[src/rtl/ps2_scancode_rx.sv]
// PS/2 keyboard receiver: synchronises and deglitches the keyboard clock and data,
// decodes 11-bit frames, folds E0/F0 prefixes into flags and queues scancodes in a
// first-word-fall-through FIFO.
module ps2_scancode_rx #(
  parameter int unsigned FILTER_LEN  = 4,
  parameter int unsigned TIMEOUT_CYC = 50000,
  parameter int unsigned FIFO_DEPTH  = 8
) (
  input  logic                        CLK,
  input  logic                        RST,
  input  logic                        PS2_CLK,
  input  logic                        PS2_DATA,
  input  logic                        CODE_READY,
  input  logic                        ERR_CLR,
  output logic                        CODE_VALID,
  output logic [7:0]                  CODE,
  output logic                        CODE_EXT,
  output logic                        CODE_BREAK,
  output logic [$clog2(FIFO_DEPTH):0] FIFO_COUNT,
  output logic                        ERR_PARITY,
  output logic                        ERR_FRAME,
  output logic                        OVERFLOW
);

  localparam int unsigned PtrW  = $clog2(FIFO_DEPTH);
  localparam int unsigned CntW  = PtrW + 1;
  localparam int unsigned FiltW = $clog2(FILTER_LEN + 1);
  localparam int unsigned ToW   = $clog2(TIMEOUT_CYC + 1);

  typedef enum logic [1:0] {
    StIdle,
    StData,
    StParity,
    StStop
  } state_e;

  // ---------------------------------------------------------------------------
  // Input synchronisers
  // ---------------------------------------------------------------------------
  logic clk_meta_q, clk_sync_q;
  logic data_meta_q, data_sync_q;

  // Two-flop synchronisers; idle bus level is high, so reset to 1.
  always_ff @(posedge CLK or posedge RST) begin
    if (RST) begin
      clk_meta_q  <= 1'b1;
      clk_sync_q  <= 1'b1;
      data_meta_q <= 1'b1;
      data_sync_q <= 1'b1;
    end else begin
      clk_meta_q  <= PS2_CLK;
      clk_sync_q  <= clk_meta_q;
      data_meta_q <= PS2_DATA;
      data_sync_q <= data_meta_q;
    end
  end

  // ---------------------------------------------------------------------------
  // Clock deglitch filter
  // ---------------------------------------------------------------------------
  logic             filt_q, filt_d;
  logic [FiltW-1:0] filt_cnt_q, filt_cnt_d;
  logic             fall_evt;

  // Count consecutive samples that disagree with the filtered level; flip on the
  // FILTER_LEN-th one. A flip from 1 to 0 is the bit sample event.
  always_comb begin
    filt_d     = filt_q;
    filt_cnt_d = '0;
    fall_evt   = 1'b0;
    if (clk_sync_q != filt_q) begin
      if (filt_cnt_q == FiltW'(FILTER_LEN - 1)) begin
        filt_d   = clk_sync_q;
        fall_evt = filt_q;
      end else begin
        filt_cnt_d = filt_cnt_q + 1'b1;
      end
    end
  end

  // Filter state register.
  always_ff @(posedge CLK or posedge RST) begin
    if (RST) begin
      filt_q     <= 1'b1;
      filt_cnt_q <= '0;
    end else begin
      filt_q     <= filt_d;
      filt_cnt_q <= filt_cnt_d;
    end
  end

  // ---------------------------------------------------------------------------
  // Frame decoder
  // ---------------------------------------------------------------------------
  state_e         state_q, state_d;
  logic [2:0]     bit_cnt_q, bit_cnt_d;
  logic [7:0]     shift_q, shift_d;
  logic           par_bad_q, par_bad_d;
  logic [ToW-1:0] to_cnt_q, to_cnt_d;
  logic           ext_q, ext_d;
  logic           brk_q, brk_d;
  logic           err_par_q, err_par_d;
  logic           err_frm_q, err_frm_d;
  logic           push;

  // Frame next-state: advances only on sample events; the watchdog aborts a stalled
  // frame but leaves the prefix flags alone so a retransmitted byte still pairs up.
  always_comb begin
    state_d   = state_q;
    bit_cnt_d = bit_cnt_q;
    shift_d   = shift_q;
    par_bad_d = par_bad_q;
    to_cnt_d  = to_cnt_q;
    ext_d     = ext_q;
    brk_d     = brk_q;
    err_par_d = 1'b0;
    err_frm_d = 1'b0;
    push      = 1'b0;
    if (fall_evt) begin
      to_cnt_d = '0;
      unique case (state_q)
        StIdle: begin
          if (!data_sync_q) begin
            state_d   = StData;
            bit_cnt_d = '0;
            par_bad_d = 1'b0;
          end else begin
            err_frm_d = 1'b1;
          end
        end
        StData: begin
          shift_d   = {data_sync_q, shift_q[7:1]};
          bit_cnt_d = bit_cnt_q + 3'd1;
          if (bit_cnt_q == 3'd7) begin
            state_d = StParity;
          end
        end
        StParity: begin
          // Odd parity: data bits plus parity bit must contain an odd number of ones.
          par_bad_d = ~(^shift_q ^ data_sync_q);
          state_d   = StStop;
        end
        StStop: begin
          state_d = StIdle;
          if (!data_sync_q) begin
            err_frm_d = 1'b1;
          end else if (par_bad_q) begin
            err_par_d = 1'b1;
            ext_d     = 1'b0;
            brk_d     = 1'b0;
          end else if (shift_q == 8'hE0) begin
            ext_d = 1'b1;
          end else if (shift_q == 8'hF0) begin
            brk_d = 1'b1;
          end else begin
            push  = 1'b1;
            ext_d = 1'b0;
            brk_d = 1'b0;
          end
        end
        default: state_d = StIdle;
      endcase
    end else if (state_q != StIdle) begin
      if (to_cnt_q == ToW'(TIMEOUT_CYC - 1)) begin
        state_d   = StIdle;
        to_cnt_d  = '0;
        err_frm_d = 1'b1;
      end else begin
        to_cnt_d = to_cnt_q + 1'b1;
      end
    end
  end

  // Frame decoder state register; error pulses are registered for clean outputs.
  always_ff @(posedge CLK or posedge RST) begin
    if (RST) begin
      state_q   <= StIdle;
      bit_cnt_q <= '0;
      shift_q   <= '0;
      par_bad_q <= 1'b0;
      to_cnt_q  <= '0;
      ext_q     <= 1'b0;
      brk_q     <= 1'b0;
      err_par_q <= 1'b0;
      err_frm_q <= 1'b0;
    end else begin
      state_q   <= state_d;
      bit_cnt_q <= bit_cnt_d;
      shift_q   <= shift_d;
      par_bad_q <= par_bad_d;
      to_cnt_q  <= to_cnt_d;
      ext_q     <= ext_d;
      brk_q     <= brk_d;
      err_par_q <= err_par_d;
      err_frm_q <= err_frm_d;
    end
  end

  assign ERR_PARITY = err_par_q;
  assign ERR_FRAME  = err_frm_q;

  // ---------------------------------------------------------------------------
  // Code FIFO
  // ---------------------------------------------------------------------------
  logic [9:0]      mem_q [FIFO_DEPTH];
  logic [PtrW-1:0] wr_ptr_q, wr_ptr_d;
  logic [PtrW-1:0] rd_ptr_q, rd_ptr_d;
  logic [CntW-1:0] count_q, count_d;
  logic            ovf_q, ovf_d;
  logic            pop, full, push_acc, ovf_set;

  // FIFO control: a pop frees the slot a same-cycle push needs, so a full FIFO
  // only drops when nothing is being read.
  always_comb begin
    pop      = (count_q != '0) && CODE_READY;
    full     = (count_q == CntW'(FIFO_DEPTH));
    push_acc = push && (!full || pop);
    ovf_set  = push && full && !pop;
    wr_ptr_d = push_acc ? wr_ptr_q + 1'b1 : wr_ptr_q;
    rd_ptr_d = pop ? rd_ptr_q + 1'b1 : rd_ptr_q;
    count_d  = count_q;
    if (push_acc && !pop) begin
      count_d = count_q + 1'b1;
    end else if (!push_acc && pop) begin
      count_d = count_q - 1'b1;
    end
    ovf_d = ovf_q;
    if (ovf_set) begin
      ovf_d = 1'b1;
    end else if (ERR_CLR) begin
      ovf_d = 1'b0;
    end
  end

  // FIFO pointers, occupancy and sticky overflow.
  always_ff @(posedge CLK or posedge RST) begin
    if (RST) begin
      wr_ptr_q <= '0;
      rd_ptr_q <= '0;
      count_q  <= '0;
      ovf_q    <= 1'b0;
    end else begin
      wr_ptr_q <= wr_ptr_d;
      rd_ptr_q <= rd_ptr_d;
      count_q  <= count_d;
      ovf_q    <= ovf_d;
    end
  end

  // Storage array; contents are only meaningful behind the pointers, so no reset.
  always_ff @(posedge CLK) begin
    if (push_acc) begin
      mem_q[wr_ptr_q] <= {brk_q, ext_q, shift_q};
    end
  end

  assign CODE_VALID                    = (count_q != '0);
  assign {CODE_BREAK, CODE_EXT, CODE}  = mem_q[rd_ptr_q];
  assign FIFO_COUNT                    = count_q;
  assign OVERFLOW                      = ovf_q;

endmodule
[config.mk]
export PLATFORM = sky130hd
export DESIGN_NAME = ps2_scancode_rx
export DESIGN_NICKNAME = d
export VERILOG_FILES = /design/src/rtl/ps2_scancode_rx.sv
export SDC_FILE = /design/constraint.sdc
export NUM_CORES = 1
export LEC_CHECK = 0
export ABC_AREA = 1
export BUFFER_PORTS_ARGS = -buffer_cell sky130_fd_sc_hd__buf_2
export CAP_MARGIN = 10
export CORE_AREA = 2 2 159 161
export CTS_CLUSTER_SIZE = 10
export DETAILED_ROUTE_END_ITERATION = 6
export DIE_AREA = 0 0 161 163
export PLACE_DENSITY_LB_ADDON = 0.25
export REMOVE_ABC_BUFFERS = 1
export SLEW_MARGIN = 20
export SYNTH_ARGS = -nofsm -noshare
export SYNTH_HDL_FRONTEND = slang
export SYNTH_SLANG_ARGS = --single-unit
[constraint.sdc]
create_clock -name CLK -period 5.45 [get_ports CLK]
set_input_delay 0.2725 -clock CLK [delete_from_list [all_inputs] [get_ports CLK]]
set_output_delay 0.2725 -clock CLK [all_outputs]
set_load 0.1 [all_outputs]
==> out/metrics.cfg <==
[run_status]
status = complete, no violations

[power]
finalPower_mw = 2.25
vdd_drop_max_mv = 0.194
p_per_area_nw_per_um2 = 314
leakagePower_nw = 3.03

[routing]
via_per_inst = 4.22
wire_per_inst_um = 13.7
drtPass1Iterations = 4
drc_errors = 0
routed_wl_um = 13000
drtAntennaViolNets = 0
vias = 3998
drt_first_iter_violations = 274

[logic_synthesis]
synth_top_cell_area_share_pct = 39.8
synth_flop_cell = edfxtp_1
synth-edff-count = 80
ys_ff_latch = 133
ys_seq_area_share_pct = 61.8
ys.warnings.count = 0
synth_common_cells = 114 x nand2_1, 80 x edfxtp_1, 70 x nor2_1
syn_area_um2 = 6040
yosys.area_share.adder_pct = 4.06
synth_area_leaders = edfxtp_1 40%, dfrtp_1 20%, nand2_1 7.1%, nor2_1 4.3%, ha_1 3.7%
synth_compound_area_share_pct = 6.98
synth.area.mux_share_pct = 4.06
async_flop_share_pct = 39.8
yosys.area_share.simple_pct = 17.4
ys_types = 34
synth_top_family_by_area = simple AND/OR/NAND/NOR gates
synth-xor-area-share_pct = 1.16
avgSynthCellArea_um2 = 10.6
synth_most_common_cell = nand2_1
synth_largest_area_cell = edfxtp_1
syn_inst = 571

[floorplanning]
row_count = 58
start_util_pct = 24.5
chipHeight_um = 163
num_io_pins = 24
core_area_um2 = 24700
dieWidth_um = 161
die_area_um2 = 26200

[sta]
holdWs_ns = 0.0358
hold_viol = 0
finalClockSkew_ns = 0.0131
fmax_ghz = 0.327
setup_tns_ns = 0
finalMaxSlewViolations = 0
finalCriticalPeriod_ns = 3.06
final-setup-viol-count = 0
fin_crit_sh_pct = 56.2
tightest_slew_ns = 1.06
max-slew-margin-rel_pct = 28.7
rsz0062_at_grt = no

[final_layout]
areaGrowthSynthToFinish_pct = 18.4
drive_gt1_share_pct = 13.6
num_antenna_cells = 0
nNetsFinal = 630
fill_cells = 2596

[global_routing]
grt_max_degree = 54
grt_pass1_vias = 3965
track_usage_pct = 10.7
overflow = 0
grt_pass1_wl_um = 21500
antenna_found_initial = 0

[run]
drv_cap = 0

[worst_setup_path]
required_ns = 5.18
worstSetupPathType = register to primary output
startpoint_type = register
reg2reg_from = shift_q[1]$_DFFE_PP0P_
cp-startpoint = rd_ptr_q[0]$_DFFE_PP0N_
critPathCaptureType = primary output
cp.arrival_ns = 2.79
path_max_fanout = 42

[hold_path]
min_from = ERR_CLR
hold_path.class = input port to register

[clocking]
cts_resized = 0
h-tree-depth = 4
cts_sinks = 133
worstSkewPairLatency_ns = 0.42
cts_buffers = 17
clock_path_buffers = 2
cts_root_buf = clkbuf_16
cts_tree = done
clk_pin_slew_ns = 0.06

[placed_design]
gp_congestion = 0.787
io_buffers = 23
dp_hpwl_um = 8160

==> final cells by class <==
class / instances / area, um2 / area share [%]
clock buffer: 20 / 437 / 6.11
clock inverter: 12 / 133 / 1.85
inverter: 51 / 191 / 2.68
multi-input combinational: 370 / 2060 / 28.7
sequential: 133 / 3730 / 52.2
tap: 330 / 413 / 5.77
timing repair buffer: 32 / 188 / 2.62
==> metrics by stage <==
step	util (%)	instance area, um2	setup slack, ns	cells
2_1_floorplan	-	5960	1.95	554
3_3_place_gp	26.6	6560	2.65	914
3_5_place_dp	26.6	6560	2.60	914
4_1_cts	29.0	7150	2.35	948
5_1_grt	29.0	7150	2.19	948
6_report	29.0	7150	2.39	948
==> final timing paths <==
| path | endpoint | slack (ns) | cells after the start |
|---|---|---|---|
| worst min register to register | clk_sync_q$_DFF_PP1_ | 0.35 | 0 |
| max in group asynchronous | brk_q$_DFFE_PP0P_ | 4.94 | 3 |
| worst max register to register | FIFO_COUNT[3]$_DFFE_PP0P_ | 2.63 | 16 |
| worst max-delay path | CODE[4] | 2.39 | 7 |
| worst min-delay path | OVERFLOW$_DFFE_PP0P_ | 0.04 | 2 |
| min in group asynchronous | filt_cnt_q[1]$_DFF_PP0_ | 0.05 | 3 |
==> registers in the layout, indices dropped and copies added (netlist names), 2 cells and up <==
register    count
FIFO_COUNT      4
state_q         2
to_cnt_q       16
mem_q          80
shift_q         8
rd_ptr_q        3
bit_cnt_q       3
wr_ptr_q        3
filt_cnt_q      3
==> timing repair <==
action	4_1_cts	5_1_grt
endpoints found under the hold margin	2	0
hold buffers	2	0
buffers inserted	0	0
==> kinds of logic (layout without fill, tap and decap cells) <==
group / count (synthesis) / in the layout
AOI/OAI and AO/OA: 76 / 76
xor gates and xnor gates: 8 / 8
adders and majority gates: 19 / 19
buffers and inverters: 68 / 115
DFF: 133 / 133
muxes: 24 / 24
and+or+nand+nor: 243 / 243
==> power by group <==
| part | switching (mW) | total (mW) | internal (mW) |
|---|---|---|---|
| Combinational | 0.0344 | 0.0510 | 0.0166 |
| Sequential | 0.00893 | 1.09 | 1.08 |
| Clock | 0.436 | 1.11 | 0.673 |
| Total | 0.479 | 2.25 | 1.77 |
==> worst max-delay path, cell delays in order, from the launching register on <==
cell and delay (ns):
dfrtp_1 0.35, buf_4 0.30, inv_1 0.69, nor2_1 0.13, o22ai_1 0.24, nand2_1 0.08, nand2_1 0.13, buf_2 0.45
==> cells in the final DEF (no fill, tap or decap), types with 3 or more instances in the layout <==
cell,count
nand2_1,114
edfxtp_1,80
nor2_1,70
dfrtp_1,48
inv_1,47
o21ai_0,32
nand3_1,25
buf_2,23
o22ai_1,21
mux2i_1,20
ha_1,18
clkbuf_16,17
nand4_1,11
a21oi_1,10
nor3_1,8
o21ai_1,7
buf_4,7
nor3_2,5
dfstp_2,5
nor2_4,4
mux2_2,4
xor2_1,4
xnor2_1,4
clkinv_4,4
inv_2,3
nand2_2,3
clkbuf_1,3
==> routing by layer <==
layer	part of all wire, %	track usage [%]
met4	1.6	4.75
met3	2.5	2.57
met1	50	14.1
met5	0	0
met2	46	17.0
No activity file was read; power rests on OpenSTA's default activity.
